## config.mk

```make
export PLATFORM = sky130hd
export DESIGN_NAME = d16_uart
export DESIGN_NICKNAME = d
export VERILOG_FILES = /design/src/rtl/d16_pkg.sv /design/src/rtl/d16_fifo.sv /design/src/rtl/d16_uart.sv
export SDC_FILE = /design/constraint.sdc
export NUM_CORES = 1
export LEC_CHECK = 0
export CORE_MARGIN = 4
export CORE_UTILIZATION = 40
export DETAILED_ROUTE_END_ITERATION = 7
export GPL_ROUTABILITY_DRIVEN = 1
export REMOVE_ABC_BUFFERS = 1
export SLEW_MARGIN = 5
export SYNTH_ARGS = -nofsm -noshare
export SYNTH_HDL_FRONTEND = slang
export SYNTH_SLANG_ARGS = --single-unit
```

## constraint.sdc

```tcl
create_clock -name i_clk -period 8.6 [get_ports i_clk]
set_clock_uncertainty 0.1 [all_clocks]
set_input_delay 1.72 -clock i_clk [delete_from_list [all_inputs] [get_ports i_clk]]
set_output_delay 1.72 -clock i_clk [all_outputs]
set_load 0.01 [all_outputs]
```

## src/rtl/d16_pkg.sv

```systemverilog
// Shared definitions for the d16 UART slave: register map, STATUS bit layout
// and the serial FSM state encodings.
package d16_pkg;

  localparam int unsigned UART_DW = 8;

  localparam logic [1:0] UART_DATA   = 2'd0;
  localparam logic [1:0] UART_STATUS = 2'd1;
  localparam logic [1:0] UART_CTRL   = 2'd2;
  localparam logic [1:0] UART_DIV    = 2'd3;

  localparam int unsigned ST_RXNE   = 0;
  localparam int unsigned ST_TXFULL = 1;
  localparam int unsigned ST_TXIDLE = 2;
  localparam int unsigned ST_OVR    = 3;
  localparam int unsigned ST_FERR   = 4;

  typedef enum logic [1:0] {
    TX_IDLE,
    TX_START,
    TX_DATA,
    TX_STOP
  } tx_state_e;

  typedef enum logic [2:0] {
    RX_IDLE,
    RX_START,
    RX_DATA,
    RX_STOP,
    RX_WAITHI
  } rx_state_e;

endpackage

```

## src/rtl/d16_fifo.sv

```systemverilog
// Small synchronous FIFO. A push on a full FIFO is accepted only when a pop
// happens in the same cycle; head reads as zero while empty.
module d16_fifo #(
  parameter int unsigned WIDTH = 8,
  parameter int unsigned DEPTH = 4
) (
  input  logic             i_clk,
  input  logic             i_reset,
  input  logic             i_push,
  input  logic             i_pop,
  input  logic [WIDTH-1:0] i_din,
  output logic [WIDTH-1:0] o_head,
  output logic             o_empty,
  output logic             o_full
);

  localparam int unsigned AW = (DEPTH > 1) ? $clog2(DEPTH) : 1;
  localparam int unsigned CW = AW + 1;

  logic [WIDTH-1:0] mem_q [DEPTH];
  logic [AW-1:0]    rd_q, rd_d, wr_q, wr_d;
  logic [CW-1:0]    cnt_q, cnt_d;
  logic             do_push, do_pop;

  assign o_empty = (cnt_q == '0);
  assign o_full  = (cnt_q == CW'(DEPTH));
  assign do_pop  = i_pop && !o_empty;
  assign do_push = i_push && (!o_full || do_pop);
  assign o_head  = o_empty ? '0 : mem_q[rd_q];

  always_comb begin
    rd_d  = do_pop ? rd_q + AW'(1) : rd_q;
    wr_d  = do_push ? wr_q + AW'(1) : wr_q;
    cnt_d = cnt_q + CW'(do_push) - CW'(do_pop);
  end

  always_ff @(posedge i_clk) begin
    if (do_push) mem_q[wr_q] <= i_din;
  end

  always_ff @(posedge i_clk or posedge i_reset) begin
    if (i_reset) begin
      rd_q  <= '0;
      wr_q  <= '0;
      cnt_q <= '0;
    end else begin
      rd_q  <= rd_d;
      wr_q  <= wr_d;
      cnt_q <= cnt_d;
    end
  end

endmodule

```

## src/rtl/d16_uart.sv

```systemverilog
// Memory-mapped 8N1 UART slave for the d16 core bus: zero-wait reads,
// buffered TX/RX through two FIFOs, registered interrupt request.
module d16_uart
  import d16_pkg::*;
#(
  parameter logic [15:0] BASE       = 16'hFF00,
  parameter int unsigned FIFO_DEPTH = 4,
  parameter logic [15:0] DIV_RESET  = 16'd434
) (
  input  logic        i_clk,
  input  logic        i_reset,
  input  logic [15:0] i_wb_addr,
  input  logic        i_wb_cyc,
  input  logic        i_wb_we,
  input  logic [15:0] i_wb_dat,
  output logic [15:0] o_wb_dat,
  output logic        o_sel,
  output logic        o_int,
  input  logic        i_rx,
  output logic        o_tx
);

  logic [1:0]         off;
  logic               rd, wr, tx_idle, line;
  logic               tx_push, tx_pop, tx_empty, tx_full;
  logic               rx_push, rx_pop, rx_empty, rx_full;
  logic [UART_DW-1:0] tx_head, rx_head;
  logic [15:0]        div_m1, half, half_m1;

  logic [1:0]         ctrl_q, ctrl_d;
  logic [15:0]        div_q, div_d;
  logic               ovr_q, ovr_d, ferr_q, ferr_d, int_q, int_d;
  tx_state_e          tx_state_q, tx_state_d;
  logic [15:0]        tx_cnt_q, tx_cnt_d;
  logic [2:0]         tx_bit_q, tx_bit_d;
  logic [UART_DW-1:0] tx_shift_q, tx_shift_d;
  logic               tx_out_q, tx_out_d;
  logic [1:0]         sync_q, sync_d;
  logic               rx_prev_q, rx_prev_d;
  rx_state_e          rx_state_q, rx_state_d;
  logic [15:0]        rx_cnt_q, rx_cnt_d;
  logic [2:0]         rx_bit_q, rx_bit_d;
  logic [UART_DW-1:0] rx_shift_q, rx_shift_d;

  assign o_sel   = i_wb_cyc && (i_wb_addr[15:2] == BASE[15:2]);
  assign off     = i_wb_addr[1:0];
  assign rd      = o_sel && !i_wb_we;
  assign wr      = o_sel && i_wb_we;
  assign tx_push = wr && (off == UART_DATA);
  assign rx_pop  = rd && (off == UART_DATA);
  assign tx_idle = tx_empty && (tx_state_q == TX_IDLE);
  assign line    = sync_q[1];
  assign div_m1  = div_q - 16'd1;
  assign half    = {1'b0, div_q[15:1]};
  assign half_m1 = (half == 16'd0) ? 16'd0 : half - 16'd1;
  assign o_tx    = tx_out_q;
  assign o_int   = int_q;

  d16_fifo #(.WIDTH(UART_DW), .DEPTH(FIFO_DEPTH)) u_tx_fifo (
    .i_clk(i_clk), .i_reset(i_reset), .i_push(tx_push), .i_pop(tx_pop),
    .i_din(i_wb_dat[UART_DW-1:0]), .o_head(tx_head), .o_empty(tx_empty), .o_full(tx_full)
  );

  d16_fifo #(.WIDTH(UART_DW), .DEPTH(FIFO_DEPTH)) u_rx_fifo (
    .i_clk(i_clk), .i_reset(i_reset), .i_push(rx_push), .i_pop(rx_pop),
    .i_din(rx_shift_q), .o_head(rx_head), .o_empty(rx_empty), .o_full(rx_full)
  );

  // Zero-wait read mux
  always_comb begin
    o_wb_dat = 16'd0;
    if (rd) begin
      case (off)
        UART_DATA:   o_wb_dat = {7'd0, !rx_empty, rx_head};
        UART_STATUS: o_wb_dat = {11'd0, ferr_q, ovr_q, tx_idle, tx_full, !rx_empty};
        UART_CTRL:   o_wb_dat = {14'd0, ctrl_q};
        default:     o_wb_dat = div_q;
      endcase
    end
  end

  always_comb begin
    ctrl_d     = ctrl_q;
    div_d      = div_q;
    ovr_d      = ovr_q;
    ferr_d     = ferr_q;
    tx_state_d = tx_state_q;
    tx_cnt_d   = tx_cnt_q;
    tx_bit_d   = tx_bit_q;
    tx_shift_d = tx_shift_q;
    tx_out_d   = tx_out_q;
    tx_pop     = 1'b0;
    sync_d     = {sync_q[0], i_rx};
    rx_prev_d  = line;
    rx_state_d = rx_state_q;
    rx_cnt_d   = rx_cnt_q;
    rx_bit_d   = rx_bit_q;
    rx_shift_d = rx_shift_q;
    rx_push    = 1'b0;

    // Sticky clears come first so a same-cycle set below wins
    if (wr) begin
      case (off)
        UART_STATUS: begin
          if (i_wb_dat[ST_OVR])  ovr_d  = 1'b0;
          if (i_wb_dat[ST_FERR]) ferr_d = 1'b0;
        end
        UART_CTRL: ctrl_d = i_wb_dat[1:0];
        UART_DIV:  div_d  = (i_wb_dat == 16'd0) ? 16'd1 : i_wb_dat;
        default: ;
      endcase
    end

    case (tx_state_q)
      TX_IDLE: begin
        if (!tx_empty) begin
          tx_pop     = 1'b1;
          tx_shift_d = tx_head;
          tx_out_d   = 1'b0;
          tx_cnt_d   = div_m1;
          tx_state_d = TX_START;
        end
      end
      TX_START: begin
        if (tx_cnt_q == 16'd0) begin
          tx_out_d   = tx_shift_q[0];
          tx_cnt_d   = div_m1;
          tx_bit_d   = 3'd0;
          tx_state_d = TX_DATA;
        end else tx_cnt_d = tx_cnt_q - 16'd1;
      end
      TX_DATA: begin
        if (tx_cnt_q == 16'd0) begin
          tx_cnt_d = div_m1;
          if (tx_bit_q == 3'd7) begin
            tx_out_d   = 1'b1;
            tx_state_d = TX_STOP;
          end else begin
            tx_shift_d = {1'b0, tx_shift_q[UART_DW-1:1]};
            tx_out_d   = tx_shift_q[1];
            tx_bit_d   = tx_bit_q + 3'd1;
          end
        end else tx_cnt_d = tx_cnt_q - 16'd1;
      end
      default: begin
        if (tx_cnt_q == 16'd0) begin
          if (!tx_empty) begin
            tx_pop     = 1'b1;
            tx_shift_d = tx_head;
            tx_out_d   = 1'b0;
            tx_cnt_d   = div_m1;
            tx_state_d = TX_START;
          end else tx_state_d = TX_IDLE;
        end else tx_cnt_d = tx_cnt_q - 16'd1;
      end
    endcase

    // Receiver samples mid-bit: half a period after the start edge, then every period
    case (rx_state_q)
      RX_IDLE: begin
        if (rx_prev_q && !line) begin
          rx_cnt_d   = half_m1;
          rx_state_d = RX_START;
        end
      end
      RX_START: begin
        if (rx_cnt_q == 16'd0) begin
          if (!line) begin
            rx_cnt_d   = div_m1;
            rx_bit_d   = 3'd0;
            rx_state_d = RX_DATA;
          end else rx_state_d = RX_IDLE;
        end else rx_cnt_d = rx_cnt_q - 16'd1;
      end
      RX_DATA: begin
        if (rx_cnt_q == 16'd0) begin
          rx_shift_d = {line, rx_shift_q[UART_DW-1:1]};
          rx_cnt_d   = div_m1;
          rx_bit_d   = rx_bit_q + 3'd1;
          if (rx_bit_q == 3'd7) rx_state_d = RX_STOP;
        end else rx_cnt_d = rx_cnt_q - 16'd1;
      end
      RX_STOP: begin
        if (rx_cnt_q == 16'd0) begin
          if (line) begin
            rx_push    = 1'b1;
            if (rx_full && !rx_pop) ovr_d = 1'b1;
            rx_state_d = RX_IDLE;
          end else begin
            ferr_d     = 1'b1;
            rx_state_d = RX_WAITHI;
          end
        end else rx_cnt_d = rx_cnt_q - 16'd1;
      end
      RX_WAITHI: if (line) rx_state_d = RX_IDLE;
      default:   rx_state_d = RX_IDLE;
    endcase

    int_d = (ctrl_q[0] && !rx_empty) || (ctrl_q[1] && tx_idle);
  end

  always_ff @(posedge i_clk or posedge i_reset) begin
    if (i_reset) begin
      ctrl_q     <= 2'd0;
      div_q      <= DIV_RESET;
      ovr_q      <= 1'b0;
      ferr_q     <= 1'b0;
      int_q      <= 1'b0;
      tx_state_q <= TX_IDLE;
      tx_cnt_q   <= 16'd0;
      tx_bit_q   <= 3'd0;
      tx_shift_q <= '0;
      tx_out_q   <= 1'b1;
      sync_q     <= 2'b11;
      rx_prev_q  <= 1'b1;
      rx_state_q <= RX_IDLE;
      rx_cnt_q   <= 16'd0;
      rx_bit_q   <= 3'd0;
      rx_shift_q <= '0;
    end else begin
      ctrl_q     <= ctrl_d;
      div_q      <= div_d;
      ovr_q      <= ovr_d;
      ferr_q     <= ferr_d;
      int_q      <= int_d;
      tx_state_q <= tx_state_d;
      tx_cnt_q   <= tx_cnt_d;
      tx_bit_q   <= tx_bit_d;
      tx_shift_q <= tx_shift_d;
      tx_out_q   <= tx_out_d;
      sync_q     <= sync_d;
      rx_prev_q  <= rx_prev_d;
      rx_state_q <= rx_state_d;
      rx_cnt_q   <= rx_cnt_d;
      rx_bit_q   <= rx_bit_d;
      rx_shift_q <= rx_shift_d;
    end
  end

endmodule

```

==> flow_summary.ini <==
[run_status]
status = finished, final reports clean

[finish]
final_common_cell = dfrtp_1
syn_to_final_growth_pct = 14.9
antenna_cells = 0
drive_above_1_share = 0.133
utilization = 0.473
nNetsFinal = 937
final_cell_area_mm2 = 0.0104
layout_common_cells = 89 x dfrtp_1, 66 x nor2_1, 64 x edfxtp_1

[drt]
firstDrtPassIters = 5
drt_iter0_drc = 454
drc = 0
post_drt_wl_per_cell_um = 18.4
vias_per_cell = 5.74
wl_mm = 21.5
ant_nets = 0
vias = 6692

[global_routing]
grt_pass1_vias = 6287
grt_remaining_overflow = 0
antenna_found_initial = 0
grt_max_degree = 54
grt_pass1_wl_mm = 34.6
grt_use_total = 0.174

[placement]
placed_area_mm2 = 0.00977
gp_congestion = 0.860
hpwl_mm = 14.8
io_buffers = 55

[min_path]
hp-class = reg -> reg
hold_start = sync_q[0]$_DFF_PP1_

[clocking]
cts_setup_buffers = 0
hold_buffers = 0
clock-sinks = 162
cts_resized = 0
cts_buffers = 17
cts-root-buf = clkbuf_16
clockBufferDepth = 2
cts.htree.levels = 4
clk_pin_slew_worst_paths_ps = 70
cts_tree = yes
clk_latency_ps = 420

[synthesis]
seq_area_frac_synth = 0.484
synthArstFlopShare = 0.605
synthTopCellsByArea = dfrtp_1 25%, edfxtp_1 21%, mux4_2 4.0%
synth_area_mm2 = 0.00906
synth_edf_count = 64
synthFlopType = dfrtp_1
avgSynthCellArea_um2 = 10.7
synth_cell_types = 80
syn_inst = 848
yosysWarnings = 0
synth-seq-cells = 162
yosysTopAreaCell = dfrtp_1
yosys.area.top_type_share = 0.246

[power]
swShare = 0.368
peakVddDrop_mv = 0.121
powerDensity_mw_per_mm2 = 279
p_seq_frac = 0.367
p_total_uw = 2900
clkPwrFrac = 0.289
leakage_uw = 0.00410
switchingPower_uw = 1070
internal-power_uw = 1830
power_frac_comb = 0.344

[critical_path]
cp.arrival_ps = 4630
r2r-start = tx_cnt_q[0]$_DFF_PP0_
crit_type = in -> out
cp-start-kind = input pin
end_kind = output port
critPathRequiredTime_ps = 6780
worstPathMaxFanout = 11
critPathLaunch = i_wb_addr[4]

[sta]
max_freq_mhz = 155
hold_viol = 0
finalSetupTns_ps = 0
whs_ps = 258
slew_headroom = 0.262
rsz0062_at_grt = no
setup_viol = 0
finalMaxSlewViolations = 0
fin_crit_sh = 0.750
period_needed_ps = 6450
worst_slew_pin_slew_ps = 1100

[floorplanning]
std_cell_rows = 54
die_h_um = 158
die_w_um = 158
coreArea_mm2 = 0.0220
io_pins = 56
die-area_mm2 = 0.0251
start_util = 0.411

[run]
drv_cap = 0
[worst max-delay path, stage by stage]
cell             delay (ps)
clkdlybuf4s50_1         410
or4b_4                  550
nor4_4                  370
nand2b_2                220
nor2_1                  550
a22o_1                  270
clkdlybuf4s50_1         540
[cell type report]
type | count | area, um^2
fillers | 2012 | 11600
flip-flops and latches | 162 | 4390
multi-input cells | 597 | 4300
repair buffers | 61 | 596
clock buffers | 18 | 429
well taps | 280 | 350
clock inverters | 14 | 214
inverters | 34 | 130
[state kept, by name, indices dropped and copies added (netlist names), 8 cells and up]
| register | cells |
|---|---|
| rx_cnt_q | 16 |
| u_tx_fifo.mem_q | 32 |
| tx_shift_q | 8 |
| rx_shift_q | 8 |
| u_rx_fifo.mem_q | 32 |
| tx_cnt_q | 16 |
| div_q | 16 |
[logic make-up after synthesis]
logic type	after synthesis	synth area share
adder cells (fa/ha/maj)	27	0.0390
flip-flops	162	0.484
buffers and inverters	89	0.0410
XOR/XNOR	48	0.0464
AO/OA/AOI/OAI	184	0.132
AND/OR/NAND/NOR	280	0.167
multiplexers	58	0.0909
[per-stage QoR]
| stage | worst slack, ps | instances |
|---|---|---|
| floorplan | 3320 | 793 |
| global placement | 2200 | 1134 |
| detailed placement | 2140 | 1134 |
| CTS | 2120 | 1166 |
| global route | 1960 | 1166 |
| finish | 2150 | 1166 |
[Yosys cell counts, types with 16 or more instances]
master	n
dfrtp_1	89
nor2_1	66
edfxtp_1	64
nand2_1	63
o21ai_0	47
a21oi_1	46
clkbuf_1	37
inv_1	33
mux2_2	30
xnor2_1	28
nand3_1	27
ha_1	25
xor2_1	20
nor3_1	19
and2_1	16
mux4_2	16
[final timing paths]
path / end / slack, ps / cells after the start
worst max-delay path: o_wb_dat[7] / 2150 / 7
max in group asynchronous: tx_shift_q[4]$_DFFE_PP0P_ / 5650 / 3
min in group asynchronous: rx_bit_q[0]$_DFFE_PP0P_ / 1640 / 2
worst max register to register: u_tx_fifo.cnt_q[2]$_DFF_PP0_ / 4770 / 12
worst min register to register: sync_q[1]$_DFF_PP1_ / 260 / 0
worst min-delay path: sync_q[1]$_DFF_PP1_ / 260 / 0
[power by group through the flow]
stage | registers [uW] | clock network [uW] | logic [uW]
CTS | 1060 | 856 | 995
global placement | 1080 | 0 | 973
floorplan | 1040 | 0 | 756
detailed placement | 1080 | 0 | 991
global route | 1080 | 888 | 1130
finish | 1060 | 839 | 1000
[routing by layer]
layer | share of wire | GRT usage | routed length [um] | vias up
met5 | 0 | 0 | 0 | -
met4 | 0.012 | 0.0455 | 265 | 0
met3 | 0.045 | 0.0307 | 960 | 18
met2 | 0.47 | 0.267 | 10000 | 170
met1 | 0.48 | 0.257 | 10200 | 3330
li1 | - | - | - | 3174
No activity file was read; power rests on OpenSTA's default activity.
